===== config.mk =====
export PLATFORM = sky130hd
export DESIGN_NAME = seq_divider_16bit
export DESIGN_NICKNAME = d
export VERILOG_FILES = /design/src/rtl/seq_divider_16bit_pkg.sv /design/src/rtl/seq_divider_16bit_cla_subtractor.sv /design/src/rtl/seq_divider_16bit.sv
export SDC_FILE = /design/constraint.sdc
export NUM_CORES = 1
export LEC_CHECK = 0
export CELL_PAD_IN_SITES_DETAIL_PLACEMENT = 0
export CELL_PAD_IN_SITES_GLOBAL_PLACEMENT = 1
export CORE_AREA = 2 2 112 114
export DETAILED_ROUTE_END_ITERATION = 7
export DIE_AREA = 0 0 114 116
export PLACE_DENSITY = 0.9
export SLEW_MARGIN = 25
export SYNTH_ARGS = -nofsm -noshare
export SYNTH_HDL_FRONTEND = slang
export SYNTH_SLANG_ARGS = --single-unit

===== constraint.sdc =====
create_clock -name clk -period 3.2 [get_ports clk]
set_input_delay 0.64 -clock clk [delete_from_list [all_inputs] [get_ports clk]]
set_output_delay 0.64 -clock clk [all_outputs]
set_load 0.05 [all_outputs]

===== src/rtl/seq_divider_16bit_pkg.sv =====
// Shared definitions for the sequential divider: default operand width and FSM state encoding.
package seq_divider_16bit_pkg;

  localparam int unsigned DIV_WIDTH_DEFAULT = 16;

  typedef enum logic [1:0] {
    IDLE = 2'd0,
    RUN  = 2'd1,
    DONE = 2'd2,
    FIX  = 2'd3
  } div_state_e;

endpackage


===== src/rtl/seq_divider_16bit_cla_subtractor.sv =====
// Combinational N-bit subtractor a + ~b + 1 built on a parallel-prefix carry lookahead.
// borrow_o is high when a < b (unsigned).
module cla_subtractor #(
  parameter int unsigned N = 17
) (
  input  logic [N-1:0] a_i,
  input  logic [N-1:0] b_i,
  output logic [N-1:0] diff_o,
  output logic         borrow_o
);

  logic [N-1:0] g, p, gs, ps, gn, pn;
  logic [N:0]   c;

  always_comb begin
    g  = a_i & ~b_i;
    p  = a_i ^ ~b_i;
    gn = '0;
    pn = '0;
    // Carry-in of 1 is folded into bit 0 so gs[i] ends up as the carry out of bit i.
    gs    = g;
    gs[0] = g[0] | p[0];
    ps    = p;
    for (int unsigned d = 1; d < N; d = d * 2) begin
      gn = gs;
      pn = ps;
      for (int unsigned i = d; i < N; i++) begin
        gn[i] = gs[i] | (ps[i] & gs[i-d]);
        pn[i] = ps[i] & ps[i-d];
      end
      gs = gn;
      ps = pn;
    end
    c        = {gs, 1'b1};
    diff_o   = p ^ c[N-1:0];
    borrow_o = ~c[N];
  end

endmodule


===== src/rtl/seq_divider_16bit.sv =====
// Iterative restoring divider, one quotient bit per clock, valid/ready on both sides.
// Define DIVIDER_SIGNED_EN for two's-complement operands (adds one sign fix-up edge).
module seq_divider_16bit
  import seq_divider_16bit_pkg::*;
#(
  parameter int unsigned WIDTH = DIV_WIDTH_DEFAULT
) (
  input  logic             clk,
  input  logic             rst_n,
  input  logic             in_valid,
  output logic             in_ready,
  input  logic [WIDTH-1:0] dividend,
  input  logic [WIDTH-1:0] divisor,
  output logic             out_valid,
  input  logic             out_ready,
  output logic [WIDTH-1:0] quotient,
  output logic [WIDTH-1:0] remainder,
  output logic             div_by_zero,
  output logic             busy
);

  localparam int unsigned CW = $clog2(WIDTH);

  div_state_e       state_q, state_d;
  logic [WIDTH-1:0] r_q, r_d, q_q, q_d, dvs_q, dvs_d;
  logic [WIDTH-1:0] quo_q, quo_d, rem_q, rem_d;
  logic [CW-1:0]    cnt_q, cnt_d;
  logic             dbz_q, dbz_d;

  logic             accept, last_iter, t_neg;
  logic [WIDTH:0]   sub_a, sub_b, t_diff;
  logic [WIDTH-1:0] q_shift, r_next, dividend_mag, divisor_mag;
  logic             t_diff_msb_unused;

`ifdef DIVIDER_SIGNED_EN
  logic qneg_q, qneg_d, rneg_q, rneg_d;
  assign dividend_mag = dividend[WIDTH-1] ? -dividend : dividend;
  assign divisor_mag  = divisor[WIDTH-1]  ? -divisor  : divisor;
`else
  assign dividend_mag = dividend;
  assign divisor_mag  = divisor;
`endif

  assign sub_a = {r_q, q_q[WIDTH-1]};
  assign sub_b = {1'b0, dvs_q};

  cla_subtractor #(.N(WIDTH + 1)) u_sub (
    .a_i      (sub_a),
    .b_i      (sub_b),
    .diff_o   (t_diff),
    .borrow_o (t_neg)
  );

  // The restored remainder is always below the divisor, so the difference MSB equals the borrow.
  assign t_diff_msb_unused = t_diff[WIDTH];

  assign q_shift   = {q_q[WIDTH-2:0], ~t_neg};
  assign r_next    = t_neg ? sub_a[WIDTH-1:0] : t_diff[WIDTH-1:0];
  assign last_iter = (cnt_q == '0);
  assign accept    = in_valid & in_ready;

  always_ff @(posedge clk or negedge rst_n) begin
    if (!rst_n) state_q <= IDLE;
    else        state_q <= state_d;
  end

  always_comb begin
    state_d = state_q;
    case (state_q)
      IDLE: if (accept) state_d = (divisor == '0) ? DONE : RUN;
`ifdef DIVIDER_SIGNED_EN
      RUN:  if (last_iter) state_d = FIX;
`else
      RUN:  if (last_iter) state_d = DONE;
`endif
      FIX:  state_d = DONE;
      DONE: if (out_ready) state_d = IDLE;
      default: state_d = IDLE;
    endcase
  end

  always_comb begin
    in_ready  = (state_q == IDLE);
    busy      = (state_q == RUN);
    out_valid = (state_q == DONE);
  end

  always_comb begin
    r_d   = r_q;
    q_d   = q_q;
    dvs_d = dvs_q;
    cnt_d = cnt_q;
    quo_d = quo_q;
    rem_d = rem_q;
    dbz_d = dbz_q;
`ifdef DIVIDER_SIGNED_EN
    qneg_d = qneg_q;
    rneg_d = rneg_q;
`endif
    case (state_q)
      IDLE: begin
        if (accept) begin
          if (divisor == '0) begin
            quo_d = '1;
            rem_d = dividend;
            dbz_d = 1'b1;
          end else begin
            r_d   = '0;
            q_d   = dividend_mag;
            dvs_d = divisor_mag;
            cnt_d = CW'(WIDTH - 1);
`ifdef DIVIDER_SIGNED_EN
            qneg_d = dividend[WIDTH-1] ^ divisor[WIDTH-1];
            rneg_d = dividend[WIDTH-1];
`endif
          end
        end
      end
      RUN: begin
        r_d   = r_next;
        q_d   = q_shift;
        cnt_d = cnt_q - CW'(1);
`ifndef DIVIDER_SIGNED_EN
        if (last_iter) begin
          quo_d = q_shift;
          rem_d = r_next;
          dbz_d = 1'b0;
        end
`endif
      end
      FIX: begin
`ifdef DIVIDER_SIGNED_EN
        quo_d = qneg_q ? -q_q : q_q;
        rem_d = rneg_q ? -r_q : r_q;
        dbz_d = 1'b0;
`endif
      end
      default: ;
    endcase
  end

  always_ff @(posedge clk or negedge rst_n) begin
    if (!rst_n) begin
      r_q   <= '0;
      q_q   <= '0;
      dvs_q <= '0;
      cnt_q <= '0;
      quo_q <= '0;
      rem_q <= '0;
      dbz_q <= 1'b0;
`ifdef DIVIDER_SIGNED_EN
      qneg_q <= 1'b0;
      rneg_q <= 1'b0;
`endif
    end else begin
      r_q   <= r_d;
      q_q   <= q_d;
      dvs_q <= dvs_d;
      cnt_q <= cnt_d;
      quo_q <= quo_d;
      rem_q <= rem_d;
      dbz_q <= dbz_d;
`ifdef DIVIDER_SIGNED_EN
      qneg_q <= qneg_d;
      rneg_q <= rneg_d;
`endif
    end
  end

  assign quotient    = quo_q;
  assign remainder   = rem_q;
  assign div_by_zero = dbz_q;

endmodule


Word-level counts from Yosys, hierarchy flattened. Cells that the tools add are included.

$add $sub $neg: 1. Reductions and logical operators: 8. Mux-type cells: 27. Equal/unequal tests: 8. Bitwise operators: 142.

Operators by type and width (count): $mux 16 (11); $pmux 16 s2 (4); $and 1x1->1 (86); $or 1x1->1 (51); $and 17x17->17 (1); $not 16->17 (1); $xor 17x17->17 (1); $logic_not 16->1 (1); $xor 16x16->16 (1); $reduce_and 3->1 (3); $mux 2 (4); $mux 4 (2); $ne 2x1->1 const B (4); $pmux 2 s4 (1); $pmux 4 s2 (1); $eq 2x2->1 const B (2); $logic_not 4->1 (1); $reduce_and 4->1 (1); $sub 4x1->4 const B (1); $mux 1 (3); $eq 2x1->1 const B (1); $logic_not 2->1 (1); $ne 2x2->1 const B (1); $pmux 1 s2 (1); 2 further kinds (2).

Output and inout port bits: 36. Word-level logic and storage cells: 194. Bits in registers: 87.

Logic depth before layout (Yosys ltp). Gate-level depths: netlist of the first run.

Word-level depth: 14. Depth in mapped cells: 11. Gate-level depth less buffers: 9.

Cells and area by module. From an unflattened synthesis of the first run, not the netlist that was laid out.

Cell total of the unflattened synthesis: 486. Area total of the unflattened synthesis: 4939.7 um2.

By module, submodules not included: seq_divider_16bit (area an instance 3938.8 um2, cells each 340, instances 1); cla_subtractor (area an instance 1001.0 um2, cells each 146, instances 1).

Worst setup path after synthesis of the first run. OpenSTA, ideal clock, no wires.

Kind: flip-flop to flip-flop. From: register r_q[13]. To: register rem_q[1] (netlist: remainder[1]). Slack: 0.780 ns. Cell stages (with the launch flop): 9. Library setup time: 0.084 ns. Buffers on the path: 1. Data required time: 3.116 ns. Period minus slack after synthesis: 2.420 ns. Arrival time: 2.336 ns. Cell sequence: dfrtp_1 > ha_1 > buf_2 > a21o_1 > a211oi_1 > o211ai_2 > a21oi_2 > mux2_2 > o22ai_1.

Word-level cells in the longest chain between the ends: 11. Elaborated cells on any way between the ends: 19.

Ends and longest elaborated chain: start, declared (RTL line seq_divider_16bit.sv:25) `logic [WIDTH-1:0] r_q, r_d, q_q, q_d, dvs_q, dvs_d;`; start signal, assigned (RTL line seq_divider_16bit.sv:156) `r_q <= r_d;`; $xor 17x17->17 (RTL line seq_divider_16bit_cla_subtractor.sv:17) `p = a_i ^ ~b_i;`; $and 1x1->1 (RTL line seq_divider_16bit_cla_subtractor.sv:28) `gn[i] = gs[i] | (ps[i] & gs[i-d]);`; $or 1x1->1 (RTL line seq_divider_16bit_cla_subtractor.sv:28); $and 1x1->1 (RTL line seq_divider_16bit_cla_subtractor.sv:28); $or 1x1->1 (3 in a row) (RTL line seq_divider_16bit_cla_subtractor.sv:28); $or 1x1->1 * (RTL line seq_divider_16bit_cla_subtractor.sv:28); $mux 16 * (RTL line seq_divider_16bit.sv:58) `assign r_next = t_neg ? sub_a[WIDTH-1:0] : t_diff[WIDTH-1:0];`; $mux 16 * (RTL line seq_divider_16bit.sv:124) `if (last_iter) begin`; $pmux 16 s2 * (RTL line seq_divider_16bit.sv:100) `case (state_q)`; end signal, assigned (RTL line seq_divider_16bit.sv:161) `rem_q <= rem_d;`; end, declared (RTL line seq_divider_16bit.sv:26) `logic [WIDTH-1:0] quo_q, quo_d, rem_q, rem_d;`.

Mark *: on every way between the ends. The rest lies on a longest branch, timed or not. The select of a mux whose other input is x is not followed. A chain may end at the register's enable or synchronous reset.

Final worst setup path of the first run.
From: register r_q[11]. To: register rem_q[5] (netlist: remainder[5]).

Word-level cells in the longest chain between the ends: 11. Elaborated cells on any way between the ends: 19.

Ends and longest elaborated chain (RTL line): $xor 17x17->17 (seq_divider_16bit_cla_subtractor.sv:17); $and 1x1->1 (on tied branches) (seq_divider_16bit_cla_subtractor.sv:28, seq_divider_16bit_cla_subtractor.sv:29); $or 1x1->1 / $and 1x1->1 (equally long branches) (seq_divider_16bit_cla_subtractor.sv:28); $or 1x1->1 (seq_divider_16bit_cla_subtractor.sv:28); $and 1x1->1 (seq_divider_16bit_cla_subtractor.sv:28); $or 1x1->1 (2 in a row) (seq_divider_16bit_cla_subtractor.sv:28); $or 1x1->1 * (seq_divider_16bit_cla_subtractor.sv:28); $mux 16 * (seq_divider_16bit.sv:58); $mux 16 * (seq_divider_16bit.sv:124); $pmux 16 s2 * (seq_divider_16bit.sv:100).

Marked as above.

==> results of run 1 <==
## worst max-delay path, delay by kind of cell, from the launching register on
kind	cells	cell delay (ns)
and+or+nand+nor	2	0.77
muxes	1	0.36
adders and majority gates	1	0.49
AOI/OAI and AO/OA	3	0.70
DFF	1	0.44
## placed cells by master (no fill, tap or decap), drive strengths merged, types with 9 or more instances in the layout
cell type / instances
inv: 33
buf: 18
nand2: 93
clkdlybuf4s50: 69
mux2: 18
nor2: 37
dfrtp: 87
ha: 17
a21oi: 23
clkbuf: 9
mux2i: 9
a21o: 11
o21ai: 48
a31oi: 20
## area by class of cell
class	instances	area share
Clock buffer	9	0.03708
Inverter	30	0.01854
Clock inverter	7	0.01401
Tap cell	147	0.03028
Sequential cell	87	0.3584
Multi-Input combinational cell	386	0.4016
Timing Repair Buffer	87	0.1401
## state kept, by name, summed over array words and instances (netlist names)
register and flops:
q_q 16, state_q 2, div_by_zero 1, cnt_q 4, dvs_q 16, r_q 16
remainder 16, quotient 16
## cell families after synthesis
kind of cell | synth area share
muxes | 0.06110
buffers and inverters | 0.04975
AOI/OAI and AO/OA | 0.2209
xor gates and xnor gates | 0.01985
adders and majority gates | 0.04795
DFF | 0.4486
and+or+nand+nor | 0.1518
## routing by layer
metal	share of wire	routed length (um)	GRT usage
met5	0	0	0
met4	0.017	215	0.06179
met3	0.058	748	0.03452
met2	0.46	5988	0.3321
met1	0.46	5968	0.2866
## stage by stage
stage                 util  total power [mW]  setup slack (ns)  area, sq um  hold WS (ns)
global route        0.5100             7.411            0.1681         6075        0.4337
finish              0.5100             6.920            0.3004         6075        0.3784
CTS                 0.5099             6.948            0.1419         6073        0.4002
detailed placement  0.4838             5.811            0.1653         5763        0.4557
floorplan                -             4.678            0.7796         4853        0.3444
global placement    0.4838             5.733            0.1700         5763        0.4489
## worst min path at each step
| stage | start | end | slack [ns] | cells past startpoint |
|---|---|---|---|---|
| floorplan | rst_n | cnt_q[0] | 0.34 | 0 |
| global placement | quotient[10] | quotient[10] | 0.45 | 2 |
| detailed placement | quotient[15] | quotient[15] | 0.46 | 2 |
| CTS | rst_n | quotient[5] | 0.40 | 1 |
| global route | rst_n | quotient[5] | 0.43 | 1 |
| finish | rst_n | quotient[6] | 0.38 | 1 |
## power groups by stage
stage | clock [mW] | sequential [mW] | combinational, mW
2_1_floorplan | 0 | 2.50 | 2.18
3_3_place_gp | 0 | 1.94 | 3.79
3_5_place_dp | 0 | 1.96 | 3.86
4_1_cts | 1.13 | 1.94 | 3.87
5_1_grt | 1.19 | 2.01 | 4.22
6_report | 1.12 | 1.94 | 3.86
==> PnR_summary.wiki, run 1 <==
{| class="wikitable"
! Metric !! Value
|-
| Clock network latency to the later pin of the worst-skew pair || 0.35 ns
|-
| Top area cells in the synthesized netlist || dfrtp_1, nand2_1, o21ai_0
|-
| Multi-input combinational cell area || 2440 sq um
|-
| Placed cells || 737
|-
| Register area share after synthesis || 0.4486
|-
| Final-report max-slew violation count || 0
|-
| Critical path's largest stage delay || 0.53 ns
|-
| Site row count || 40
|-
| Number of flops mapped to enable cells by yosys || 0
|-
| Maximum fanout count along the critical path || 16
|-
| Number of fill cells in the layout || 1133
|-
| Initial DRC Count || 293
|-
| Worst setup path category || reg -> reg
|-
| CP cell instances || ha_1, nand4_1, or4_4, o211ai_2, a21o_2, mux2i_1, o221ai_1
|-
| Maximum count of clock buffers along a single path || 2
|-
| Final Critical Period || 2.900 ns
|-
| Cell count after synthesis || 529
|-
| Fmax || 344.9 MHz
|-
| Kind of path behind the tightest hold check || in -> async
|-
| Netlist area before placement || 4853 sq um
|-
| Ratio of total power to cell area || 1139 nW/um^2
|-
| FF-to-FF path depth || 7
|-
| Register cell area after layout || 2177 sq um
|-
| Depth of the CTS H-tree || 3
|-
| First-pass GRT wire length || 21270 um
|-
| Maximum number of pins on one net before global-route repair || 61
|-
| Net Switching || 3.275 mW
|-
| Critical Path End || remainder[5]
|-
| Worst r2r src || r_q[11]
|-
| Leakage power summed over all cells || 2.679 nW
|-
| Critical path startpoint || r_q[11]
|-
| Crit path DAT || 3.11 ns
|-
| Clock transition at path regs || 0.07 ns
|-
| Comb power frac || 0.558
|-
| Cts bufs inserted || 9
|-
| Clock share of power || 0.161
|-
| Top cell type's share of synthesized area || 0.4486
|-
| Slew at the pin closest to its max-slew limit || 0.7832 ns
|-
| Net count of the finished layout || 655
|-
| Core ar. || 11910 sq um
|-
| Clock Skew || 0.004553 ns
|-
| Most frequently used cell type in the post-synthesis netlist || nand2_1
|-
| Relative slew margins || 0.4779
|-
| Number of max-cap violations || 0
|-
| Proportion of register bits with asynchronous set or reset after synthesis || 1.000
|-
| Internal || 3.646 mW
|-
| Element type at the critical path start || flip-flop
|-
| Die Y-Extent || 116 um
|-
| Required time of the critical path || 3.41 ns
|-
| RSZ-0062 raised after global routing || no
|-
| CTS sink count || 87
|-
| Synthesized flop and latch total || 87
|-
| Total inserted antenna cells || 0
|-
| Quantity of gates resized following cts || 0
|-
| Non-filler cells, final || 753
|-
| Area growth syn-to-layout || 25.16%
|-
| Detailed-route DRC error count || 0
|-
| GRT Resource Usage Total || 0.2059
|-
| Boundary Pins || 72
|-
| Post-CTS setup repair buffer count || 0
|-
| Max VDD drop || 372.8 uV
|-
| Syn nets || 583
|-
| Setup violation total in the final timing report || 0
|-
| Count of distinct cell types in the synthesized netlist || 58
|-
| Starting Density || 0.4075
|-
| Global route total overflow || 0
|-
| Reg2Reg Capture Point || remainder[5]
|-
| Final number of hold-violating endpoints || 0
|-
| Fraction of final layout cells with drive strength greater than 1 || 0.1073
|-
| Drt total wl || 12920 um
|-
| Buffer cell driving the clock tree root || clkbuf_16
|-
| Mean routed wirelength per cell || 17.16 um
|-
| Placer Congestion || 0.8603
|-
| Result of the run || finished clean
|-
| Number of global-route vias before repair || 4094
|-
| Crit share post-route || 0.9061
|-
| Reg2reg setup slack || 0.30 ns
|-
| Switching share of power || 0.4732
|-
| Leading cell types by count after synthesis || nand2_1, dfrtp_1, o21ai_0
|-
| Detailed-router iteration count before antenna repair || 6
|-
| Critical Path Sink Type || flip-flop
|-
| Remaining antenna violation count || 0
|-
| Total negative setup slack || 0 ns
|-
| HPWL after detailed placement || 9511 um
|-
| Slowest stage cell on the critical path || or4_4
|-
| Number of warnings reported in the yosys synthesis log || 0
|-
| Number of antenna violations at the first check in global routing || 0
|-
| Via density || 5.631
|-
| Die footprint || 13220 sq um
|-
| Mean area per synthesized cell || 9.175 sq um
|-
| Buffers on Ports || 71
|-
| Via count of the routed design || 4240
|-
| CTS tree || yes
|-
| Flip-flop cell with the highest count after synthesis || dfrtp_1
|-
| Number of buffers inserted by hold repair at cts || 0
|-
| Overall die width || 114 um
|-
| Relative contribution of sequential cells to total power || 0.281
|-
| Largest area contributor in the netlist || dfrtp_1
|}
Note: power is estimated with default switching activity, not from simulation.
==> run 2: changes to the inputs <==
--- a/config.mk
+++ b/config.mk
@@ -8,6 +8,7 @@
 export CELL_PAD_IN_SITES_DETAIL_PLACEMENT = 0
 export CELL_PAD_IN_SITES_GLOBAL_PLACEMENT = 1
 export CORE_AREA = 2 2 112 114
+export CTS_CLUSTER_DIAMETER = 60
 export DETAILED_ROUTE_END_ITERATION = 7
 export DIE_AREA = 0 0 114 116
 export PLACE_DENSITY = 0.9
==> results of run 2 <==
The final DEF is identical to that of run 1; final timing and power are the same.
